--- src/rtl/pc_fetch_ctrl.sv ---
// -----------------------------------------------------------------------------
// pc_fetch_ctrl
//   Fetch-stage controller. Sequences the external PC register, runs the
//   req/ack handshake to instruction memory, presents fetched words to the
//   IF/ID boundary, and applies EX-stage redirects and ID-stage stalls.
//
// Ports
//   CLK            system clock, rising edge
//   RESET          asynchronous active-high reset
//   PC             current PC register value
//   PC_in          next-PC value presented to the PC register
//   PCWrite        PC register write enable, active-low (0 = load PC_in)
//   IMEM_REQ       fetch request (registered)
//   IMEM_ADDR      fetch address (always equals PC)
//   IMEM_ACK       fetch complete, IMEM_RDATA valid this cycle
//   IMEM_RDATA     fetched instruction word
//   STALL          ID not accepting
//   BRANCH_TAKEN   single-cycle redirect strobe from EX
//   BRANCH_TARGET  redirect address, valid with BRANCH_TAKEN
//   INSTR          IF/ID instruction (registered)
//   INSTR_VALID    INSTR holds a valid instruction (registered)
//   FLUSH          kill IF/ID contents, combinational, redirect cycle only
//   FAULT          sticky misaligned-redirect flag
// -----------------------------------------------------------------------------
module pc_fetch_ctrl #(
    parameter int              size         = 32,
    parameter logic [size-1:0] RESET_VECTOR = '0
) (
    input  logic            CLK,
    input  logic            RESET,
    input  logic [size-1:0] PC,
    output logic [size-1:0] PC_in,
    output logic            PCWrite,
    output logic            IMEM_REQ,
    output logic [size-1:0] IMEM_ADDR,
    input  logic            IMEM_ACK,
    input  logic [31:0]     IMEM_RDATA,
    input  logic            STALL,
    input  logic            BRANCH_TAKEN,
    input  logic [size-1:0] BRANCH_TARGET,
    output logic [31:0]     INSTR,
    output logic            INSTR_VALID,
    output logic            FLUSH,
    output logic            FAULT
);

    typedef enum logic [2:0] {
        S_BOOT,
        S_FETCH,
        S_BUFFERED,
        S_DRAIN,
        S_HALT
    } state_t;

    state_t          r_state;
    logic            r_req;
    logic [31:0]     r_instr;
    logic            r_instr_valid;
    logic [31:0]     r_buf;
    logic            r_fault;
    logic            r_halt_pending;   // DRAIN must end in HALT, not FETCH
    logic [size-1:0] r_target;

    logic            w_redirect;
    logic            w_misaligned;
    logic            w_branch_ok;
    logic            w_pc_load;
    logic [size-1:0] w_pc_next;
    logic [size-1:0] w_pc_plus4;

    // Modulo 2^size: the top word wraps to address zero.
    assign w_pc_plus4 = PC + size'(4);

    // Redirects only mean something once fetching has started and before HALT.
    assign w_redirect   = BRANCH_TAKEN &&
                          ((r_state == S_FETCH) || (r_state == S_BUFFERED) ||
                           (r_state == S_DRAIN));
    assign w_misaligned = w_redirect && (BRANCH_TARGET[1:0] != 2'b00);
    assign w_branch_ok  = w_redirect && !w_misaligned;

    // PC load decision is combinational because it depends on same-cycle
    // ACK, STALL and BRANCH_TAKEN.
    always_comb begin
        w_pc_load = 1'b0;
        w_pc_next = w_pc_plus4;
        case (r_state)
            S_BOOT: begin
                w_pc_load = 1'b1;
                w_pc_next = RESET_VECTOR;
            end
            S_FETCH: begin
                if (w_branch_ok) begin
                    // Without ACK the old request is still in flight; the
                    // target waits in DRAIN instead.
                    if (IMEM_ACK) begin
                        w_pc_load = 1'b1;
                        w_pc_next = BRANCH_TARGET;
                    end
                end else if (!w_misaligned && IMEM_ACK && !STALL) begin
                    w_pc_load = 1'b1;
                end
            end
            S_BUFFERED: begin
                if (w_branch_ok) begin
                    w_pc_load = 1'b1;
                    w_pc_next = BRANCH_TARGET;
                end else if (!w_misaligned && !STALL) begin
                    w_pc_load = 1'b1;
                end
            end
            S_DRAIN: begin
                // A redirect arriving together with the ACK replaces the
                // latched target.
                if (IMEM_ACK && !w_misaligned && !r_halt_pending) begin
                    w_pc_load = 1'b1;
                    w_pc_next = w_branch_ok ? BRANCH_TARGET : r_target;
                end
            end
            default: begin
                w_pc_load = 1'b0;
            end
        endcase
    end

    always_ff @(posedge CLK or posedge RESET) begin
        if (RESET) begin
            r_state        <= S_BOOT;
            r_req          <= 1'b0;
            r_instr        <= '0;
            r_instr_valid  <= 1'b0;
            r_buf          <= '0;
            r_fault        <= 1'b0;
            r_halt_pending <= 1'b0;
            r_target       <= '0;
        end else begin
            case (r_state)
                S_BOOT: begin
                    r_state <= S_FETCH;
                    r_req   <= 1'b1;
                end
                S_FETCH: begin
                    if (w_redirect) begin
                        r_instr_valid <= 1'b0;
                        if (w_misaligned) begin
                            r_fault <= 1'b1;
                        end
                        if (IMEM_ACK) begin
                            r_state <= w_misaligned ? S_HALT : S_FETCH;
                            r_req   <= !w_misaligned;
                        end else begin
                            // Keep the request up with the old address until
                            // memory answers.
                            r_state        <= S_DRAIN;
                            r_target       <= BRANCH_TARGET;
                            r_halt_pending <= w_misaligned;
                        end
                    end else if (IMEM_ACK) begin
                        if (!STALL) begin
                            r_instr       <= IMEM_RDATA;
                            r_instr_valid <= 1'b1;
                        end else begin
                            r_buf   <= IMEM_RDATA;
                            r_state <= S_BUFFERED;
                            r_req   <= 1'b0;
                        end
                    end else if (!STALL) begin
                        r_instr_valid <= 1'b0;
                    end
                end
                S_BUFFERED: begin
                    if (w_redirect) begin
                        r_instr_valid <= 1'b0;
                        if (w_misaligned) begin
                            r_fault <= 1'b1;
                            r_state <= S_HALT;
                        end else begin
                            r_state <= S_FETCH;
                            r_req   <= 1'b1;
                        end
                    end else if (!STALL) begin
                        r_instr       <= r_buf;
                        r_instr_valid <= 1'b1;
                        r_state       <= S_FETCH;
                        r_req         <= 1'b1;
                    end
                end
                S_DRAIN: begin
                    if (w_redirect) begin
                        if (w_misaligned) begin
                            r_fault        <= 1'b1;
                            r_halt_pending <= 1'b1;
                        end else begin
                            r_target <= BRANCH_TARGET;
                        end
                    end
                    if (IMEM_ACK) begin
                        r_halt_pending <= 1'b0;
                        if (r_halt_pending || w_misaligned) begin
                            r_state <= S_HALT;
                            r_req   <= 1'b0;
                        end else begin
                            r_state <= S_FETCH;
                            r_req   <= 1'b1;
                        end
                    end
                end
                default: begin
                    // HALT: only RESET leaves this state.
                    r_req         <= 1'b0;
                    r_instr_valid <= 1'b0;
                end
            endcase
        end
    end

    assign IMEM_ADDR   = PC;
    assign IMEM_REQ    = r_req;
    assign PC_in       = w_pc_next;
    assign PCWrite     = RESET | !w_pc_load;
    assign FLUSH       = w_redirect;
    assign INSTR       = r_instr;
    assign INSTR_VALID = r_instr_valid;
    assign FAULT       = r_fault;

endmodule

--- config.mk ---
export PLATFORM = sky130hd
export DESIGN_NAME = pc_fetch_ctrl
export DESIGN_NICKNAME = d
export VERILOG_FILES = /design/src/rtl/pc_fetch_ctrl.sv
export SDC_FILE = /design/constraint.sdc
export NUM_CORES = 1
export LEC_CHECK = 0
export CAP_MARGIN = 20
export CORE_UTILIZATION = 46
export DETAILED_ROUTE_END_ITERATION = 10
export MAX_ROUTING_LAYER = met4
export PLACE_DENSITY = 0.81
export REMOVE_ABC_BUFFERS = 1
export SYNTH_ARGS = -nofsm -noshare
export SYNTH_HDL_FRONTEND = slang
export SYNTH_SLANG_ARGS = --single-unit
export TNS_END_PERCENT = 100
--- constraint.sdc ---
create_clock -name CLK -period 3.72 [get_ports CLK]
set_input_delay 0.744 -clock CLK [delete_from_list [all_inputs] [get_ports CLK]]
set_output_delay 0.744 -clock CLK [all_outputs]
set_load 0.01 [all_outputs]
After elaboration in Yosys (flattened, before gate mapping)
Index checks and enable logic that the tools add are counted.

storage, ports and cells
  output and inout bits = 101
  logic and storage cells = 117
  bits in read-only memories = 0
  bits in latches = 0
  memories kept = 0
  bits in registers = 103
  memory bits (writable) = 0

cells by class
  order comparisons = 0
  bitwise gates (word level) = 3
  $mul = 0
  eq/ne operators = 20
  divide/modulo/power cells = 0
  reductions and logical operators = 29
  add/subtract/negate cells = 1
  shift operators = 0
  multiplexer cells = 56

operators by type and width
  cell                                           count
  two-way mux 32 bit                             14
  one-hot mux 32 bit (2 select lines)            2
  one-hot mux 32 bit (4 select lines)            1
  adder 32 x 3 -> 32 bit, second input constant  1
  two-way mux 3 bit                              9
  two-way mux 1 bit                              25
  != test 2 bit, second input constant           10
  AND reduction 5 bit                            4
  != test 3 bit, second input constant           6
  one-hot mux 3 bit (4 select lines)             1
  one-hot mux 1 bit (4 select lines)             2
  logical AND 1 bit                              7
  == test 3 x 2 -> 1 bit, second input constant  2
  AND reduction 6 bit                            1
  nonzero test 2 bit                             3
  zero test 1 bit                                4
  != test 4 bit, second input constant           1
  AND reduction 4 bit                            1
  nonzero test 4 bit                             1
  == test 3 x 1 -> 1 bit, second input constant  1
  zero test 3 bit                                1
  logical OR 1 bit                               3
  one-hot mux 1 bit (3 select lines)             1
  AND reduction 3 bit                            1
  other kinds (6)                                7

Longest topological paths before layout
  depth in word-level cells = 13
  mapped depth = 7

Least setup slack after synthesis
OpenSTA, ideal clock, no wires.

  path type = input -> output
  start point = in PC[9]
  end point = out PC_in[31]
  path slack = 1.090 ns
  cell stages on the path = 6
  arrival time = 1.886 ns
  buffers on the path = 1
  cells stage by stage = and4_1 > buf_2 > nand4_4 > nor4_4 > xnor2_1 > o21ai_0

between the ends
  cells in the longest elaborated chain, start to end = 4
  elaborated cells on any way between the ends = 6
  those cells by class = 1 x add/sub; 5 x mux

ends and longest elaborated chain
  item                                     RTL line  RTL
  from (decl)                              31        input logic [size-1:0] PC,
  adder 32 x 3 -> 32 bit (*)               72        assign w_pc_plus4 = PC + size'(4);
  two-way mux 32 bit                       95        if (IMEM_ACK) begin
  two-way mux 32 bit                       92        if (w_branch_ok) begin
  one-hot mux 32 bit (4 select lines) (*)  86        case (r_state)
  to (decl)                                32        output logic [size-1:0] PC_in,

Mark *: on every way between the ends. The rest lies on a longest branch, timed or not.

Worst setup path after layout
  start point = in PC[9]
  end point = out PC_in[19]

Same word-level chain as after synthesis.

==> results.py <==
metrics = {
    "outcome": {
        "outcome": "finished clean",
    },
    "pwr": {
        "ir_drop_mv": 0.325,
        "power.density_nw_per_um2": 524,
        "p_total_mw": 4.47,
        "p_leak_nw": 3.58,
    },
    "yosys": {
        "synth.area.top_cells": "dfrtp_1 44%, mux2_4 7.7%, mux2_2 6.3%, o21ai_0 6.1%, mux2i_1 5.5%",
        "avgSynthCellArea_um2": 10.5,
        "ys_async_sr_fraction_pct": 100,
        "syn_area_um2": 5880,
        "ys_warn_count": 0,
        "synth_edf_count": 0,
        "yosysTopAreaCellShare_pct": 43.9,
        "synth-seq-cells": 103,
        "synthDistinctLibCells": 51,
        "synth_flop_cell": "dfrtp_1",
        "synth_seq_area_share_pct": 43.9,
        "syn-instance-count": 558,
        "synth_top_cell_by_area": "dfrtp_1",
    },
    "clock_tree": {
        "cts_buffers": 9,
        "insertion_delay_ns": 0.34,
        "htreeDepth": 3,
        "clk_pin_slew_ns": 0.07,
        "cts_tree": "yes",
        "clkSinkCount": 103,
        "clock_path_buffers": 2,
        "root_buffer": "clkbuf_16",
    },
    "global_route": {
        "first_global_vias": 5127,
        "gr-usage-all-layers_pct": 25.5,
        "grt_pass1_wl_um": 25400,
        "grt_max_degree": 55,
        "grt_overflow_total": 0,
        "grt_antenna_before_repair": 0,
    },
    "critical_path": {
        "crit_fanout": 8,
        "critPathLaunchType": "primary input",
        "crit_type": "primary input to primary output",
        "cp.required_ns": 2.98,
        "arrival_ns": 2.95,
        "cp-end-kind": "primary output",
    },
    "finish": {
        "fin_util_pct": 69.8,
        "final_area_um2": 8520,
        "final_common_cell": "clkdlybuf4s50_1",
        "fin_nets": 853,
        "layout_common_cells": "199 x clkdlybuf4s50_1, 103 x dfrtp_1, 70 x o21ai_0",
        "syn_to_final_growth_pct": 45.0,
        "antenna_cells": 0,
        "drive_above_1_share_pct": 20.4,
    },
    "place": {
        "hpwl_um": 11900,
        "gp_congestion": 0.938,
        "port_buffers": 201,
        "placed_area_um2": 8130,
    },
    "floorplan": {
        "rows": 40,
        "initial_core_util_pct": 48.1,
        "die_w_um": 115,
        "core_region_area_um2": 12200,
        "die_y_um": 115,
        "die_area_um2": 13200,
        "io_pins": 202,
    },
    "drt": {
        "viasPerCell": 5.56,
        "wl_per_cell_um": 18.0,
        "drtIter0Drc": 331,
        "dr.pass1.iters": 5,
        "antenna_left": 0,
        "vias": 5132,
        "drc": 0,
        "wl_um": 16600,
    },
    "sta": {
        "worst_hold_slack_ns": 0.484,
        "slew_violations": 0,
        "fin_skew_ns": 0.00606,
        "hold_violations": 0,
        "worstMarginPinSlew_ns": 0.647,
        "max_freq_mhz": 271,
        "slew_headroom_pct": 56.8,
        "fin_crit_ns": 3.69,
        "setup_viol": 0,
        "finalCritPeriodShare_pct": 99.3,
        "rsz0062_at_grt": "yes",
    },
    "run": {
        "drv_cap": 0,
    },
    "hold_path": {
        "hp-class": "flip-flop to flip-flop",
    },
}
## state kept, by name, summed over array words and instances, names as in the netlist
name and flops:
FAULT 1, IMEM_REQ 1, INSTR 32, INSTR_VALID 1, r_buf 32, r_halt_pending 1, r_state 3, r_target 32
## routing by layer
layer	share of wire, %	vias to the layer above	global-route usage [%]	routed length (µm)
met5	0	-	-	0
met4	2.8	0	11.5	463
met3	7.7	39	5.75	1280
met2	49	233	41.6	8100
met1	41	2516	29.9	6770
li1	-	2344	-	-
## per-stage QoR
step	std cells	setup WS, ns	TNS, ns
after floorplan	489	0.272	0
after global placement	905	0.00792	0
after detailed placement	905	-0.0737	-0.113
after CTS	921	0.00260	0
after global routing	923	-0.0699	-0.203
final	923	0.0275	0
## report_power, final
| part | switching (mW) | internal, mW |
|---|---|---|
| Sequential | 0.303 | 1.59 |
| Clock | 0.407 | 0.452 |
| Combinational | 0.711 | 1.01 |
## cells by family (layout without fill, tap and decap cells)
kind of cell | count (synthesis) | in the layout | share of synthesized area, %
muxes | 97 | 97 | 19.8
AOI/OAI and AO/OA | 126 | 126 | 12.8
adders and majority gates | 1 | 1 | 0.213
DFF | 103 | 103 | 43.9
xor gates and xnor gates | 29 | 29 | 4.32
buffers and inverters | 82 | 278 | 8.24
and+or+nand+nor | 120 | 121 | 10.8
## final timing paths
| path | from | to | slack, ns | depth (start not counted) |
|---|---|---|---|---|
| worst min-delay path | FAULT | FAULT | 0.48 | 1 |
| min in group asynchronous | RESET | r_target[1] | 0.89 | 2 |
| max in group asynchronous | RESET | r_buf[28] | 2.13 | 3 |
| worst max-delay path | PC[9] | PC_in[19] | 0.03 | 9 |
| worst min register to register | FAULT | FAULT | 0.48 | 1 |
| worst max register to register | r_state[0] | r_buf[26] | 1.26 | 6 |
## cells in the mapped netlist, types with 2 or more instances
library cell,n
xnor2_1,21
nand4_4,2
buf_2,14
nand4_1,7
mux2_4,30
a21oi_1,8
nor2_1,19
mux2_2,33
mux2_1,2
nand3_1,10
nor3_1,12
o211ai_1,2
o22ai_1,2
nand2_1,49
o21bai_1,2
buf_4,36
buf_6,3
xor2_1,8
clkbuf_1,15
a22oi_1,29
and4_1,5
dfrtp_1,103
nand2b_1,3
nor3b_1,3
o21ai_0,72
inv_1,12
mux2i_1,32
## critical path: stages
cell             delay, ns
clkdlybuf4s50_1       0.50
and4_1                0.22
buf_6                 0.15
nand4_4               0.15
nor4_1                0.27
xnor2_1               0.10
o21ai_0               0.15
buf_4                 0.14
clkdlybuf4s50_1       0.53
## what timing repair did
| action | CTS | global route |
|---|---|---|
| pin swaps | 1 | 3 |
| gates resized for setup | 2 | 19 |
| buffers inserted | 1 | 0 |
| cloned | 0 | 1 |
| hold endpoints to repair | 0 | 0 |
| hold buffers | 0 | 0 |
| setup endpoints to repair | 5 | 15 |
## final cells by class
class	instances	area (µm²)
Timing Repair Buffer	250	2460
Tap cell	168	210
Clock buffer	10	229
Clock inverter	5	35.0
Inverter	13	51.3
Fill cell	915	3690
Sequential cell	103	2580
Multi-Input combinational cell	374	2950
No activity file was read; power rests on OpenSTA's default activity.
